==> src/rtl/lcd_timing_pkg.sv <==
// lcd_timing_pkg: default 800x480 panel timing, centred window geometry and stage-1 record,
// shared by the timing generator and the downstream colour stage.
package lcd_timing_pkg;
    localparam int H_ACTIVE = 800;
    localparam int H_PULSE  = 1;
    localparam int H_BP     = 46;
    localparam int H_FP     = 210;
    localparam int V_ACTIVE = 480;
    localparam int V_PULSE  = 5;
    localparam int V_BP     = 5;
    localparam int V_FP     = 40;
    localparam int WIN_X0   = 258;
    localparam int WIN_Y0   = 152;
    localparam int WIN_W    = 284;
    localparam int WIN_H    = 176;
    localparam int ADDR_W   = 16;
    localparam int PIPE_DLY = 2;

    // Back porch is measured from sync start, so the sync pulse is not added separately.
    function automatic int total(input int bp, input int active, input int fp);
        return bp + active + fp;
    endfunction

    localparam int H_TOTAL = total(H_BP, H_ACTIVE, H_FP);
    localparam int V_TOTAL = total(V_BP, V_ACTIVE, V_FP);

    // Syncs are carried active-high internally so an all-zero clear is the idle state.
    typedef struct packed {
        logic        hs;
        logic        vs;
        logic        de;
        logic        fs;
        logic        wv;
        logic [10:0] x;
        logic [9:0]  y;
    } stage1_t;
endpackage

==> src/rtl/lcd_pipe_dly.sv <==
// lcd_pipe_dly: WIDTH-bit shift register of DEPTH stages with async active-low clear.
// Ports: clk (clock), rst_n (async clear, active low), din (input word), dout (din delayed DEPTH
// cycles; DEPTH=0 is a plain passthrough).
module lcd_pipe_dly #(
    parameter int WIDTH = 1,
    parameter int DEPTH = 1
) (
    input  logic             clk,
    input  logic             rst_n,
    input  logic [WIDTH-1:0] din,
    output logic [WIDTH-1:0] dout
);
    if (DEPTH == 0) begin : g_pass
        logic unused_ok;
        assign unused_ok = clk & rst_n;
        assign dout = din;
    end else begin : g_sr
        logic [WIDTH-1:0] sr [DEPTH];
        always_ff @(posedge clk or negedge rst_n) begin
            if (!rst_n) begin
                for (int i = 0; i < DEPTH; i++) sr[i] <= '0;
            end else begin
                sr[0] <= din;
                for (int i = 1; i < DEPTH; i++) sr[i] <= sr[i-1];
            end
        end
        assign dout = sr[DEPTH-1];
    end
endmodule

==> src/rtl/lcd_timing_gen.sv <==
// lcd_timing_gen: panel HSYNC/VSYNC/DE timing plus row-major address of a window for a sync ROM.
// Ports: PixelClk (clock), nRST (async reset, active low), en (1 = run, 0 = hold at frame start),
// LCD_HSYNC/LCD_VSYNC (active-low syncs) and LCD_DE, delayed to match ROM latency,
// pix_x/pix_y/frame_start (stage-1 position and frame pulse), win_addr/win_valid (ROM address
// and its qualifier), win_valid_d (win_valid aligned with ROM dout).
module lcd_timing_gen
    import lcd_timing_pkg::*;
#(
    parameter int H_ACTIVE = lcd_timing_pkg::H_ACTIVE,
    parameter int H_PULSE  = lcd_timing_pkg::H_PULSE,
    parameter int H_BP     = lcd_timing_pkg::H_BP,
    parameter int H_FP     = lcd_timing_pkg::H_FP,
    parameter int V_ACTIVE = lcd_timing_pkg::V_ACTIVE,
    parameter int V_PULSE  = lcd_timing_pkg::V_PULSE,
    parameter int V_BP     = lcd_timing_pkg::V_BP,
    parameter int V_FP     = lcd_timing_pkg::V_FP,
    parameter int WIN_X0   = lcd_timing_pkg::WIN_X0,
    parameter int WIN_Y0   = lcd_timing_pkg::WIN_Y0,
    parameter int WIN_W    = lcd_timing_pkg::WIN_W,
    parameter int WIN_H    = lcd_timing_pkg::WIN_H,
    parameter int ADDR_W   = lcd_timing_pkg::ADDR_W,
    parameter int PIPE_DLY = lcd_timing_pkg::PIPE_DLY
) (
    input  logic              PixelClk,
    input  logic              nRST,
    input  logic              en,
    output logic              LCD_HSYNC,
    output logic              LCD_VSYNC,
    output logic              LCD_DE,
    output logic [10:0]       pix_x,
    output logic [9:0]        pix_y,
    output logic              frame_start,
    output logic [ADDR_W-1:0] win_addr,
    output logic              win_valid,
    output logic              win_valid_d
);
    localparam int HT = total(H_BP, H_ACTIVE, H_FP);
    localparam int VT = total(V_BP, V_ACTIVE, V_FP);

    if (WIN_X0 + WIN_W > H_ACTIVE || WIN_Y0 + WIN_H > V_ACTIVE || WIN_W * WIN_H > 2 ** ADDR_W ||
        H_PULSE > H_BP || V_PULSE > V_BP || HT > 2048 || VT > 1024) begin : g_bad_cfg
        $error("lcd_timing_gen: invalid timing or window parameters");
    end

    logic [10:0]       h_cnt, h_nxt;
    logic [9:0]        v_cnt, v_nxt;
    logic [ADDR_W-1:0] addr_nxt;
    logic              de, h_last;
    int                hi, vi, px, py;
    stage1_t           s1, s1_nxt;
    logic [3:0]        dly;

    always_comb begin
        hi = int'(h_cnt);
        vi = int'(v_cnt);
        px = hi - H_BP;
        py = vi - V_BP;
        de = px >= 0 && px < H_ACTIVE && py >= 0 && py < V_ACTIVE;
        s1_nxt = '0;
        s1_nxt.hs = en && hi < H_PULSE;
        s1_nxt.vs = en && vi < V_PULSE;
        s1_nxt.de = en && de;
        s1_nxt.fs = en && hi == 0 && vi == 0;
        s1_nxt.wv = en && de && px >= WIN_X0 && px < WIN_X0 + WIN_W && py >= WIN_Y0 && py < WIN_Y0 + WIN_H;
        s1_nxt.x = (en && de) ? 11'(px) : '0;
        s1_nxt.y = (en && de) ? 10'(py) : '0;
        // The address is a running count of window pixels, so no x*y product is needed.
        addr_nxt = (!en || s1_nxt.fs) ? '0 : s1.wv ? win_addr + ADDR_W'(1) : win_addr;
        h_last = hi == HT - 1;
        h_nxt = (!en || h_last) ? '0 : h_cnt + 11'd1;
        v_nxt = !en ? '0 : !h_last ? v_cnt : (vi == VT - 1) ? '0 : v_cnt + 10'd1;
    end

    always_ff @(posedge PixelClk or negedge nRST) begin
        if (!nRST) begin
            h_cnt    <= '0;
            v_cnt    <= '0;
            s1       <= '0;
            win_addr <= '0;
        end else begin
            h_cnt    <= h_nxt;
            v_cnt    <= v_nxt;
            s1       <= s1_nxt;
            win_addr <= addr_nxt;
        end
    end

    lcd_pipe_dly #(.WIDTH(4), .DEPTH(PIPE_DLY)) u_dly (
        .clk  (PixelClk),
        .rst_n(nRST),
        .din  ({s1.hs, s1.vs, s1.de, s1.wv}),
        .dout (dly)
    );

    assign LCD_HSYNC   = ~dly[3];
    assign LCD_VSYNC   = ~dly[2];
    assign LCD_DE      = dly[1];
    assign win_valid_d = dly[0];
    assign pix_x       = s1.x;
    assign pix_y       = s1.y;
    assign frame_start = s1.fs;
    assign win_valid   = s1.wv;
endmodule
==> config.mk <==
export PLATFORM = sky130hd
export DESIGN_NAME = lcd_timing_gen
export DESIGN_NICKNAME = d
export VERILOG_FILES = /design/src/rtl/lcd_timing_pkg.sv /design/src/rtl/lcd_pipe_dly.sv /design/src/rtl/lcd_timing_gen.sv
export SDC_FILE = /design/constraint.sdc
export NUM_CORES = 1
export LEC_CHECK = 0
export CORE_AREA = 2 2 75 91
export CTS_CLUSTER_DIAMETER = 100
export DETAILED_ROUTE_END_ITERATION = 10
export DIE_AREA = 0 0 77 93
export HOLD_SLACK_MARGIN = 0.06
export PLACE_DENSITY = 0.89
export SLEW_MARGIN = 20
export SYNTH_ARGS = -nofsm -noshare
export SYNTH_HDL_FRONTEND = slang
export SYNTH_SLANG_ARGS = --single-unit
export TNS_END_PERCENT = 5
==> constraint.sdc <==
create_clock -name PixelClk -period 4.4 [get_ports PixelClk]
set_clock_uncertainty 0.2 [all_clocks]
set_input_delay 0.44 -clock PixelClk [delete_from_list [all_inputs] [get_ports PixelClk]]
set_output_delay 0.44 -clock PixelClk [all_outputs]
set_load 0.05 [all_outputs]
==> Word-level counts from Yosys, hierarchy flattened <==
Cells that the tools add are included.
{ "word_totals": {"latchBits": 0, "mem_bits_ro": 0, "input_bits": 3, "reg_bits": 71, "output_inout_bits": 43, "word_cells": 58, "ramBits": 0, "mem_count": 0} }
{ "op_classes": {"div": 0, "eq_ne": 3, "bitwise": 2, "shift": 0, "reduce_logical": 18, "n_lt_le_gt_ge": 10, "mux": 8, "add_sub_neg": 5, "multipliers": 0} }
{ "op_table": {"columns": ["cell", "count"], "rows": [
  ["$mux 10", 4],
  ["$mux 16", 2],
  ["$lt 12x11->1 const B", 2],
  ["$lt 11x10->1 const B", 2],
  ["$mux 11", 2],
  ["$add 16x1->16 const B", 1],
  ["$ge 12x1->1 const B", 1],
  ["$ge 12x10->1 const B", 1],
  ["$logic_and 1x1->1", 12],
  ["$sub 11x6->12 const B", 1],
  ["$add 11x1->11 const B", 1],
  ["$eq 11x11->1 const B", 1],
  ["$ge 11x1->1 const B", 1],
  ["$ge 11x9->1 const B", 1],
  ["$logic_not 11->1", 1],
  ["$lt 11x1->1 const B", 1],
  ["$sub 10x3->11 const B", 1],
  ["$add 10x1->10 const B", 1],
  ["$eq 10x10->1 const B", 1],
  ["$logic_not 10->1", 1],
  ["$lt 10x3->1 const B", 1],
  ["$logic_or 1x1->1", 2],
  ["$ne 2x1->1 const B", 1],
  ["$not 1->1", 2],
  ["2 further kinds", 2]
]} }

==> Longest topological paths before layout <==
Gate-level depths: netlist of run 1.
{ "depth": {"depth_word": 10, "ltp_mapped": 10, "ltp_nobuf": 8} }

==> Modules after synthesis <==
From an unflattened synthesis of run 1, not the netlist that was laid out.
{ "unflattened": {"cells_unflattened": 399, "hier_area_um2": 3753.6} }
{ "modules_own_cells": {"columns": ["module", "n_inst", "area_per_inst_um2", "cells_per_inst", "seq_area_each_um2"], "rows": [
  ["lcd_timing_gen", 1, 3523.4, 387, 1576.5],
  ["lcd_pipe_dly", 1, 230.2, 12, 200.2]
]} }

==> Worst setup path before layout of run 1 <==
Ideal clock, no wire load.
{ "synth_path": {"path_kind": "register -> register", "startpoint": "register h_cnt[6]", "endpoint": "register v_cnt[5]", "arrival_ns": 2.156, "path_slack_ns": 1.941, "n_path_buf": 2, "required_time_ns": 4.096, "path_stages_with_launch": 7, "setup_time_ns": 0.104, "synth_period_minus_slack_ns": 2.459, "path_cell_list": "dfrtp_1 > buf_6 > or4_4 > or4_4 > or2_1 > buf_6 > o41ai_2"} }
{ "synth_via": {"elab_chain_len": 2} }
{ "synth_lines": {"columns": ["item", "line", "source"], "rows": [
  ["start: declaration", "lcd_timing_gen.sv:45", "logic [10:0] h_cnt, h_nxt;"],
  ["start signal: assignment", "lcd_timing_gen.sv:81", "h_cnt <= h_nxt;"],
  ["$eq 11x11->1", "lcd_timing_gen.sv:69", "h_last = hi == HT - 1;"],
  ["$ne 2x1->1 (no source line)", null, null],
  ["end signal: assignment", "lcd_timing_gen.sv:82", "v_cnt <= v_nxt;"],
  ["end: declaration", "lcd_timing_gen.sv:46", "logic [9:0] v_cnt, v_nxt;"]
]} }
No other way between the ends.
A chain may end at the register's enable or synchronous reset.

==> metrics.log, run 1 <==
[metrics] outcome: completed
[metrics] Avg Cell Area, Syn: around 9.5 sq um
[metrics] Warnings, synthesis: 0
[metrics] R2R depth: 6
[metrics] count of hold-fix buffers inserted at cts: 1
[metrics] Vert. Die Dim: approximately 93 um
[metrics] actual slew at the worst max-slew pin: 0.917 ns
[metrics] most used flip-flop cell after synthesis: dfrtp_1
[metrics] Max stage delay on crit path: around 0.66 ns
[metrics] Tot GR Track Use: 22.8%
[metrics] vias in the first global route: approximately 2800
[metrics] source-to-sink clock delay at the later pin of the worst-skew pair: about 0.35 ns
[metrics] Hold EP: u_dly.dout[3]$_DFF_PN0_
[metrics] Max IR drop VDD: between 0.0002 and 0.00025 V
[metrics] unrepaired setup endpoints after global routing: false
[metrics] crit-path cells: or4_1 > or2_2 > nor2_1 > and3_1 > nand2b_1 > nor2_1
[metrics] setup violators final: 0
[metrics] clock root buffer master: clkbuf_8
[metrics] Slew headroom: about two fifths
[metrics] period utilization: about 64%
[metrics] I/O pins: between 40 and 50
[metrics] internal power: 0.00100 W
[metrics] critical path endpoint category: register
[metrics] top achievable clock speed: roughly 350 MHz
[metrics] post-CTS resize count: 0
[metrics] vias after detailed routing: between 2000 and 3000
[metrics] Final Max Slew Viols: 0
[metrics] number of clock sinks seen by CTS: slightly above 70
[metrics] maximum buffer depth of the clock tree: 2
[metrics] Post-DRT Antenna Nets: 0
[metrics] die area: roughly 7000 sq um
[metrics] DRC violations left: 0
[metrics] share of Yosys cell area claimed by the top area cell type: between 40% and 50%
[metrics] library cell occupying the most area in the post-synthesis netlist: dfrtp_1
[metrics] number of nets in the finished design: about 410
[metrics] layout cells sized above 1: 6.90%
[metrics] commonest cells in the synthesized netlist: 71 x dfrtp_1, 60 x nor2_1, 22 x buf_4, 22 x nand2_1, 19 x xnor2_1
[metrics] mean number of vias per cell: 5.81
[metrics] number of placement rows: 32
[metrics] final design area excluding fillers: between 4000 and 5000 sq um
[metrics] biggest area contributors in the synthesized netlist: dfrtp_1 48%, nor2_1 6.1%, xnor2_1 4.5%
[metrics] part of the total power dissipated in the clock network: between 40% and 50%
[metrics] cell type with the highest occurrence count on the critical path: nor2_1
[metrics] synth-to-layout area growth: 14.1%
[metrics] switching part of the total power: 23.4%
[metrics] post-DP HPWL: 5370 um
[metrics] fill cell total of the finished layout: between 400 and 500
[metrics] maximum number of pins on one net before global-route repair: between 40 and 50
[metrics] initial core utilization: between 50% and 60%
[metrics] number of maximum-capacitance constraint violations: 0
[metrics] #FFs+latches synth: 71
[metrics] CP Launch Type: register
[metrics] Netlist Area Pre-Place: 3690 sq um
[metrics] CP max FO: 17
[metrics] CP max stage cell: or4_1
[metrics] wire length per cell: between 15 and 20 um
[metrics] final sum of negative setup slack: 0 ns
[metrics] post-placement cell area: a little under 4000 sq um
[metrics] FF-to-FF Start: v_cnt[5]$_DFFE_PN0N_
[metrics] number of instances in the placed design: 474
[metrics] routability-driven placement congestion ratio: about 0.84
[metrics] most instantiated library cell after synthesis: dfrtp_1
[metrics] synthesized netlist cell count: slightly below 400
[metrics] worst hold path startpoint: u_dly.g_sr.sr[7]$_DFF_PN0_
[metrics] First DRT Iteration DRCs: between 150 and 200
[metrics] combinational power share: between 4 and 5%
[metrics] worst min-delay path category: register to register
[metrics] end of the worst register-to-register path: win_addr[8]$_DFFE_PN0P_
[metrics] Period minus WS final: roughly 2.8 ns
[metrics] count of flip-flops with a built-in enable after synthesis: 0
[metrics] Horiz. Die Dim: roughly 77 um
[metrics] drt pass-1 iters: 7
[metrics] Crit path required time: 4.40 ns
[metrics] post-CTS setup buffer count: 0
[metrics] number of standard cells in the layout, taps in and fillers out: around 490
[metrics] worst reg-to-reg setup slack: approximately 1.6 ns
[metrics] global route overflow: 0
[metrics] leakage dissipation: 1.83 nW
[metrics] TritonCTS clock tree: built
[metrics] number of buffers inserted during clock tree synthesis: 9
[metrics] register area share after synthesis: about half
[metrics] sw power: between 0.0003 and 0.0004 W
[metrics] pwr/cell area: approximately 310 nW/um^2
[metrics] antenna violations before repair: 0
[metrics] diode insertion count for antenna repair: 0
[metrics] number of distinct library cells after synthesis: 52
[metrics] Final Hold Viols: 0
[metrics] total power: 0.00131 W
[metrics] Async SR Flop Fraction: 100%
[metrics] count of port buffers added during placement: between 40 and 50
[metrics] critical path type: register to register
[metrics] sequential group share of total power: about half
[metrics] clock-pin slew on the worst setup and hold paths: approximately 0.080 ns
[metrics] total wirelength of the detailed-routed design: 7610 um
[metrics] number of cells traversed by the worst hold path: 0
[metrics] global-route wire length before repair: about 13000 um
[metrics] floorplan core area: 6330 sq um
[metrics] number of H-tree branching levels: 3
[metrics] Worst Path Arrival: 2.82 ns
-- flip-flops by register name (all words and copies together) (netlist names) --
name           cells
s1                 3
u_dly.g_sr.sr      4
frame_start        1
h_cnt             11
u_dly.dout         4
pix_x             11
win_valid          1
v_cnt             10
win_addr          16
pix_y             10
-- critical path: cells and delay by family, from the launching register on --
kind | cells | cell delay (ns)
AND/OR/NAND/NOR | 6 | 1.89
flip-flops | 1 | 0.58
-- final cells by class --
type                    instances  area (sq um)  area share [%]
flip-flops and latches         71          1780            42.2
multi-input cells             258          1580            37.7
repair buffers                 48           470            11.2
clock buffers                  10           128            3.03
well taps                      85           106            2.53
clock inverters                 6          92.6            2.20
inverters                      13          48.8            1.16
-- power by group through the flow --
stage	logic, W	registers, W	clock network, W
floorplan	0.0000368	0.000681	0
global placement	0.0000606	0.000681	0
detailed placement	0.0000624	0.000681	0
CTS	0.0000640	0.000668	0.000584
global route	0.0000699	0.000670	0.000616
finish	0.0000630	0.000668	0.000576
-- cells by family (layout without fill, tap and decap cells) --
family | after synthesis | after routing | share of synthesized area, %
AO/OA/AOI/OAI | 55 | 55 | 10.5
XOR/XNOR | 36 | 36 | 8.55
adder cells (fa/ha/maj) | 8 | 8 | 2.72
buffers and inverters | 60 | 77 | 8.93
flip-flops | 71 | 71 | 48.2
multiplexers | 2 | 2 | 0.543
other | 1 | 2 | 0.102
AND/OR/NAND/NOR | 155 | 155 | 20.5
-- per-layer routing --
layer	vias up	global-route usage (%)	routed length, um
met5	-	0	0
met4	0	13.8	326
met3	33	4.83	343
met2	121	38.5	3960
met1	1377	26.7	2980
li1	1323	-	-
-- cells in the final DEF, fill, tap and decap left out, types with 3 or more instances in the layout --
cell	count
xor2_1	17
o31ai_1	4
a211oi_1	3
o21ai_0	13
or2_2	4
xnor2_1	19
nand4_1	11
nor2b_1	9
clkbuf_8	9
a21oi_1	9
nor4_1	3
clkdlybuf4s50_1	44
dfrtp_1	71
nor2_1	60
and3_1	8
ha_1	8
nor3_1	8
and2_1	3
o21ai_1	3
nand3_1	15
nand2_1	22
nand2b_1	4
inv_1	13
-- how the worst max path moves through the flow --
stage | to | slack (ns) | start | cells after the start
3_3_place_gp | win_addr[13]$_DFFE_PN0P_ | 1.40 | en | 6
3_5_place_dp | win_addr[8]$_DFFE_PN0P_ | 1.30 | en | 6
2_1_floorplan | v_cnt[5]$_DFFE_PN0N_ | 1.94 | h_cnt[6]$_DFF_PN0_ | 6
6_report | win_addr[8]$_DFFE_PN0P_ | 1.58 | v_cnt[5]$_DFFE_PN0N_ | 6
4_1_cts | pix_y[2]$_DFF_PN0_ | 1.41 | v_cnt[0]$_DFFE_PN0N_ | 7
5_1_grt | win_addr[8]$_DFFE_PN0P_ | 1.45 | v_cnt[5]$_DFFE_PN0N_ | 6
-- stage by stage --
step / util [%] / hold WS (ns) / worst slack [ns]
6_report: 66.5 / 0.153 / 1.58
5_1_grt: 66.5 / 0.165 / 1.45
4_1_cts: 66.5 / 0.155 / 1.41
3_5_place_dp: 62.9 / 0.135 / 1.30
3_3_place_gp: 62.9 / 0.132 / 1.40
2_1_floorplan: - / -0.0556 / 1.94
Power figures use the tool's default switching activity.
==> run 2, diff against run 1 <==
--- a/config.mk
+++ b/config.mk
@@ -5,12 +5,12 @@
 export SDC_FILE = /design/constraint.sdc
 export NUM_CORES = 1
 export LEC_CHECK = 0
-export CORE_AREA = 2 2 75 91
+export CORE_AREA = 2 2 82 100
 export CTS_CLUSTER_DIAMETER = 100
 export DETAILED_ROUTE_END_ITERATION = 10
-export DIE_AREA = 0 0 77 93
+export DIE_AREA = 0 0 84 102
 export HOLD_SLACK_MARGIN = 0.06
-export PLACE_DENSITY = 0.89
+export PLACE_DENSITY = 0.79
 export SLEW_MARGIN = 20
 export SYNTH_ARGS = -nofsm -noshare
 export SYNTH_HDL_FRONTEND = slang
==> constraint.sdc (replaced) <==
create_clock -name PixelClk -period 2.5 [get_ports PixelClk]
set_clock_uncertainty 0.2 [all_clocks]
set_input_delay 0.25 -clock PixelClk [delete_from_list [all_inputs] [get_ports PixelClk]]
set_output_delay 0.25 -clock PixelClk [all_outputs]
set_load 0.05 [all_outputs]
==> run 2 against run 1 <==
Utilization down 8.3 points. Sequential power is 75% higher. Cell count grew 6.7%. Routed wire length is 0.76% lower. Via count decreased by 1.1%. Register-to-register slack worse by 1.5 ns. Critical path depth is 1 lower. Largest cell class unchanged.
==> metrics.log, run 2 (synthesis results as in run 1) <==
[metrics] antenna violations before repair: 0 (unchanged)
[metrics] leading cell types in the layout, fill and taps excluded: 71 x dfrtp_1, 60 x nor2_1, 44 x clkdlybuf4s50_1
[metrics] TritonCTS clock tree: built
[metrics] Max IR drop VDD: 0.000335 V (+63%)
[metrics] synth-to-layout area growth: 19.7%
[metrics] Final Hold Viols: 0 (unchanged)
[metrics] post-DP HPWL: 5550 um (+3.3%)
[metrics] mean number of vias per cell: 5.39 (-7.3%)
[metrics] cell type with the highest occurrence count on the critical path: or4_4
[metrics] clock root buffer master: clkbuf_8
[metrics] number of maximum-capacitance constraint violations: 0 (unchanged)
[metrics] leakage dissipation: 1.96 nW (+7.2%)
[metrics] Horiz. Die Dim: 84 um (+9.1%)
[metrics] vias in the first global route: 2740 (-3.3%)
[metrics] Post-DRT Antenna Nets: 0 (unchanged)
[metrics] Slew headroom: 60.4% (+21 points)
[metrics] most common library cell in the layout ignoring fill and taps: dfrtp_1
[metrics] post-CTS setup buffer count: 0 (unchanged)
[metrics] critical path buffer and inverter count: 0 (unchanged)
[metrics] Crit path required time: 2.52 ns (-1.88 ns)
[metrics] Max stage delay on crit path: 0.56 ns (-0.10 ns)
[metrics] total power: 0.00207 W (+58%)
[metrics] maximum number of pins on one net before global-route repair: 29 (-34%)
[metrics] drt pass-1 iters: 4 (-3)
[metrics] setup violators final: 0 (unchanged)
[metrics] top achievable clock speed: 416 MHz (+17%)
[metrics] pwr/cell area: 469 nW/um^2 (+51%)
[metrics] maximum buffer depth of the clock tree: 2 (unchanged)
[metrics] number of nets in the finished design: 439 (+6.6%)
[metrics] initial core utilization: 48.7% (-9.6 points)
[metrics] First DRT Iteration DRCs: 188 (+8.0%)
[metrics] outcome: completed
[metrics] die area: 8570 sq um (+20%)
[metrics] number of buffers inserted during clock tree synthesis: 9 (unchanged)
[metrics] critical path endpoint category: register
[metrics] critical path type: register to register
[metrics] worst min-delay path category: register to register
[metrics] flip-flop count of the largest register after layout: 16 (unchanged)
[metrics] routability-driven placement congestion ratio: 0.929 (+11%)
[metrics] cell family with most CP delay: simple AND/OR/NAND/NOR gates
[metrics] detailed route wirelength on metal2: 3930 um (-0.71%)
[metrics] wire length per cell: 14.4 um (-7.0%)
[metrics] I/O pins: 46 (unchanged)
[metrics] crit-path cells: or4_4 > or4_4 > and2_1 > o21ai_0 > o41ai_2
[metrics] Worst Path Arrival: 2.43 ns (-0.39 ns)
[metrics] floorplan core area: 7580 sq um (+20%)
[metrics] post-route met1 wirelength: 3210 um (+7.7%)
[metrics] total wirelength of the detailed-routed design: 7550 um (-0.76%)
[metrics] top layer used by detailed routing: met4
[metrics] number of standard cells in the layout, taps in and fillers out: 524 (+6.7%)
[metrics] period utilization: 96.3% (+32 points)
[metrics] DRC violations left: 0 (unchanged)
[metrics] number of placement rows: 35 (+9.4%)
[metrics] layout cells sized above 1: 14.1% (+7.2 points)
[metrics] Final Max Slew Viols: 0 (unchanged)
[metrics] number of instances in the placed design: 508 (+7.2%)
[metrics] vias after detailed routing: 2822 (-1.1%)
[metrics] source-to-sink clock delay at the later pin of the worst-skew pair: 0.34 ns (about the same)
[metrics] CP max stage cell: or4_4
[metrics] clock-pin slew on the worst setup and hold paths: 0.08 ns (about the same)
[metrics] count of port buffers added during placement: 45 (unchanged)
[metrics] Period minus WS final: 2.41 ns (-0.412 ns)
[metrics] CP Launch Type: register
[metrics] global-route wire length before repair: 12900 um (+0.76%)
[metrics] unrepaired setup endpoints after global routing: true
[metrics] diode insertion count for antenna repair: 0 (unchanged)
[metrics] number of clock sinks seen by CTS: 71 (unchanged)
[metrics] Top reg by flops: win_addr
[metrics] met3 wirelength from detailed routing: 256 um (-25%)
[metrics] Vert. Die Dim: 102 um (+9.7%)
[metrics] actual slew at the worst max-slew pin: 0.595 ns (-0.322 ns)
[metrics] number of H-tree branching levels: 3 (unchanged)
[metrics] global route overflow: 0 (unchanged)
[metrics] Tot GR Track Use: 18.8% (-4.0 points)
[metrics] CP max FO: 7 (-10)
run 2: power breakdown:
part	internal [W]	leakage (nW)	switching, W
Clock	0.000350	0.0809	0.000414
Sequential	0.00116	0.973	0.00000692
Combinational	0.0000467	0.907	0.0000890
Total	0.00156	1.96	0.000510
run 2: final timing paths:
check                                      startpoint                 endpoint  slack, ns  cells past startpoint
max                                h_cnt[6]$_DFF_PN0_     v_cnt[5]$_DFFE_PN0N_       0.09                      5
min reg2reg                u_dly.g_sr.sr[5]$_DFF_PN0_  u_dly.dout[1]$_DFF_PN0_       0.15                      0
max in group asynchronous                        nRST  win_addr[9]$_DFFE_PN0P_       1.13                      3
min                        u_dly.g_sr.sr[5]$_DFF_PN0_  u_dly.dout[1]$_DFF_PN0_       0.15                      0
min in group asynchronous                        nRST       pix_y[5]$_DFF_PN0_       0.25                      2
max reg2reg                        h_cnt[6]$_DFF_PN0_     v_cnt[5]$_DFFE_PN0N_       0.09                      5
run 2: final cells by class:
type / count / area (sq um)
clock inverter: 6 / 38.8
inverter: 13 / 48.8
tap: 92 / 115
clock buffer: 9 / 124
multi-input combinational: 258 / 1610
fill: 624 / 3170
sequential: 71 / 1780
timing repair buffer: 75 / 698
run 2: metal layers:
layer / global-route usage, % / vias up
met5: 0 / -
met1: 22.7 / 1370
met4: 8.56 / 0
li1: - / 1370
met2: 33.2 / 70
met3: 3.07 / 12
run 2: worst reg2reg max path: cells and delay by family, from the launching register on:
kind	cells	cell delay (ns)
DFF	1	0.39
AOI/OAI and AO/OA	2	0.35
and+or+nand+nor	3	1.36
run 2: timing repair:
item | 4_1_cts | 5_1_grt
resized for setup | 1 | 6
hold buffers | 1 | 0
setup endpoints to repair | 1 | 25
endpoints found under the hold margin | 26 | 0
pin swaps | 0 | 0
run 2: stage by stage:
stage | setup WS (ns) | area, sq um | hold WS (ns) | utilization, % | TNS (ns)
5_1_grt | -0.00330 | 4410 | 0.158 | 58.2 | -0.00330
4_1_cts | 0.0319 | 4390 | 0.151 | 58.0 | 0
3_3_place_gp | 0.0414 | 4210 | 0.0822 | 55.6 | 0
6_report | 0.0936 | 4410 | 0.149 | 58.2 | 0
3_5_place_dp | 0.00495 | 4210 | 0.0915 | 55.6 | 0
2_1_floorplan | 0.0409 | 3690 | -0.246 | - | 0
==> run 3, diff against run 2 <==
--- a/config.mk
+++ b/config.mk
@@ -11,6 +11,7 @@
 export DIE_AREA = 0 0 84 102
 export HOLD_SLACK_MARGIN = 0.06
 export PLACE_DENSITY = 0.79
+export REMOVE_ABC_BUFFERS = 1
 export SLEW_MARGIN = 20
 export SYNTH_ARGS = -nofsm -noshare
 export SYNTH_HDL_FRONTEND = slang
==> run 3 against run 2 <==
Utilization rose by 0.69 points. Largest power group unchanged. Global-route usage rose by 0.53 points. Count of clock-buffer cells in the layout unchanged. Routed wire length increased by 4.6%. Critical path depth is 4 higher. Worst hold slack improved by 0.0028 ns. Worst setup slack worse by 0.022 ns. Power rose by 5.6%. Combinational power fell by 3%. Die area unchanged. Cell area rose by 1.2%.
==> metrics.log, run 3 (synthesis results as in run 1) <==
[metrics] number of H-tree branching levels: 3 (unchanged)
[metrics] Max IR drop VDD: 0.000312 V (-6.9%)
[metrics] critical path type: register to register
[metrics] Post-DRT Antenna Nets: 0 (unchanged)
[metrics] leakage dissipation: 2.00 nW (+1.9%)
[metrics] Final Hold Viols: 0 (unchanged)
[metrics] TritonCTS clock tree: built
[metrics] First DRT Iteration DRCs: 195 (+3.7%)
[metrics] final design area excluding fillers: 4460 sq um (+1.2%)
[metrics] number of instances in the placed design: 511 (+0.59%)
[metrics] DRC violations left: 0 (unchanged)
[metrics] post-DP HPWL: 5590 um (+0.76%)
[metrics] sw power: 0.000523 W (+2.7%)
[metrics] initial core utilization: 48.7% (unchanged)
[metrics] drt pass-1 iters: 4 (unchanged)
[metrics] top achievable clock speed: 412 MHz (-0.91%)
[metrics] number of nets in the finished design: 442 (+0.68%)
[metrics] Worst Path Arrival: 2.46 ns (+0.03 ns)
[metrics] switching part of the total power: 24.0% (-0.68 points)
[metrics] unrepaired setup endpoints after global routing: true
[metrics] routability-driven placement congestion ratio: 0.934 (+0.59%)
[metrics] internal power: 0.00166 W (+6.5%)
[metrics] global route overflow: 0 (unchanged)
[metrics] sequential group share of total power: 53.7% (-2.8 points)
[metrics] number of buffers inserted during clock tree synthesis: 9 (unchanged)
[metrics] combinational power share: 6.0% (-0.6 points)
[metrics] CP max FO: 6 (-1)
[metrics] diode insertion count for antenna repair: 0 (unchanged)
[metrics] FF-to-FF Start: v_cnt[1]$_DFFE_PN0N_
[metrics] Tot GR Track Use: 19.3% (+0.53 points)
[metrics] layout cells sized above 1: 14.3% (+0.13 points)
[metrics] mean number of vias per cell: 5.42 (+0.63%)
[metrics] number of standard cells in the layout, taps in and fillers out: 527 (+0.57%)
[metrics] vias in the first global route: 2779 (+1.4%)
[metrics] most common library cell in the layout ignoring fill and taps: dfrtp_1
[metrics] source-to-sink clock delay at the later pin of the worst-skew pair: 0.34 ns (about the same)
[metrics] end of the worst register-to-register path: win_valid$_DFF_PN0_
[metrics] Post-Place Worst Slack: -0.0145 ns (-0.0195 ns)
[metrics] pwr/cell area: 490 nW/um^2 (+4.3%)
[metrics] flip-flop count of the largest register after layout: 16 (unchanged)
[metrics] worst reg-to-reg setup slack: 0.07 ns (-0.02 ns)
[metrics] total wirelength of the detailed-routed design: 7900 um (+4.6%)
[metrics] global-route wire length before repair: 13100 um (+1.9%)
[metrics] wire length per cell: 15.0 um (+4.0%)
[metrics] antenna violations before repair: 0 (unchanged)
[metrics] die area: 8570 sq um (unchanged)
[metrics] final sum of negative setup slack: 0 ns (unchanged)
[metrics] synth-to-layout area growth: 21.1%
[metrics] clock-pin slew on the worst setup and hold paths: 0.08 ns (about the same)
[metrics] Period minus WS final: 2.43 ns (+0.0220 ns)
[metrics] Crit path required time: 2.53 ns (about the same)
[metrics] R2R depth: 9 (+4)
[metrics] maximum buffer depth of the clock tree: 2 (unchanged)
[metrics] leading cell types in the layout, fill and taps excluded: 70 x dfrtp_1, 60 x nor2_1, 44 x clkdlybuf4s50_1
[metrics] number of placement rows: 35 (unchanged)
[metrics] critical path endpoint category: register
[metrics] setup violators final: 0 (unchanged)
[metrics] Final Max Slew Viols: 0 (unchanged)
[metrics] Slew headroom: 66.0% (+5.6 points)
[metrics] actual slew at the worst max-slew pin: 0.509 ns (-0.0857 ns)
[metrics] count of port buffers added during placement: 45 (unchanged)
[metrics] Hold EP: u_dly.g_sr.sr[6]$_DFF_PN0_
[metrics] Vert. Die Dim: 102 um (unchanged)
[metrics] worst min-delay path category: register to register
[metrics] CP Launch Type: register
[metrics] number of maximum-capacitance constraint violations: 0 (unchanged)
[metrics] maximum number of pins on one net before global-route repair: 72 (+150%)
[metrics] Final WS setup: 0.0716 ns (-0.0220 ns)
[metrics] Horiz. Die Dim: 84 um (unchanged)
[metrics] Top reg by flops: win_addr
[metrics] number of clock sinks seen by CTS: 71 (unchanged)
[metrics] vias after detailed routing: 2856 (+1.2%)
[metrics] period utilization: 97.1% (+0.88 points)
[metrics] worst hold path startpoint: s1[24]$_DFF_PN0_
[metrics] part of the total power dissipated in the clock network: 40.3% (+3.4 points)
[metrics] clock root buffer master: clkbuf_8
[metrics] I/O pins: 46 (unchanged)
[metrics] floorplan core area: 7580 sq um (unchanged)
[metrics] outcome: completed
[metrics] post-placement cell area: 4250 sq um (+0.83%)
[metrics] number of cells traversed by the worst hold path: 0 (unchanged)
run 3: cell types whose count changed in the layout (fill, tap and decap cells not counted), sizes merged:
cell / delta
bufinv: +1
clkinvlp: -2
buf: +3
clkinv: +1
run 3: how the worst max path moves through the flow:
stage / end / startpoint / slack, ns
finish: win_valid$_DFF_PN0_ / v_cnt[1]$_DFFE_PN0N_ / 0.07
global route: win_valid$_DFF_PN0_ / h_cnt[1]$_DFF_PN0_ / -0.09
CTS: win_valid$_DFF_PN0_ / h_cnt[1]$_DFF_PN0_ / 0.04
detailed placement: win_valid$_DFF_PN0_ / v_cnt[1]$_DFFE_PN0N_ / -0.01
global placement: win_valid$_DFF_PN0_ / v_cnt[1]$_DFFE_PN0N_ / 0.05
floorplan: pix_y[2]$_DFF_PN0_ / v_cnt[0]$_DFFE_PN0N_ / -0.08
run 3: worst max-delay path, cell delays in order (launching register included):
cell,delay [ns]
dfrtp_1,0.48
inv_1,0.07
ha_1,0.26
nor2b_1,0.27
buf_4,0.20
a2111oi_1,0.08
a21oi_1,0.16
a22o_1,0.16
o221ai_1,0.14
a221oi_1,0.28
run 3: repair_timing:
item	4_1_cts	5_1_grt
endpoints found under the hold margin	71	0
endpoints found under the setup margin	1	12
buffers inserted	0	0
hold buffers	1	0
gates resized for setup	2	6
run 3: layout make-up:
type / count / area (sq um)
well taps: 92 / 115
repair buffers: 78 / 733
fillers: 648 / 3110
inverters: 13 / 48.8
clock buffers: 9 / 124
flip-flops and latches: 71 / 1780
clock inverters: 6 / 62.6
multi-input cells: 258 / 1600
run 3: routing by layer:
layer,up-vias,part of all wire (%),global-route usage [%]
li1,1380,-,-
met2,92,51,33.7
met1,1364,42,23.4
met4,0,2.5,9.06
met5,-,0,0
met3,20,4.2,3.47
run 3: per-stage QoR:
stage	hold slack, ns	power (W)	util (%)
floorplan	-0.246	0.00125	-
global placement	0.0969	0.00132	56.1
detailed placement	0.102	0.00133	56.1
CTS	0.152	0.00221	58.8
global route	0.163	0.00227	58.9
finish	0.151	0.00218	58.9
run 3: power groups by stage:
stage	registers, W	logic [W]	clock network [W]
2_1_floorplan	0.00121	0.0000476	0
3_3_place_gp	0.00119	0.000129	0
3_5_place_dp	0.00119	0.000132	0
4_1_cts	0.00117	0.000134	0.000900
5_1_grt	0.00117	0.000147	0.000950
6_report	0.00117	0.000132	0.000879
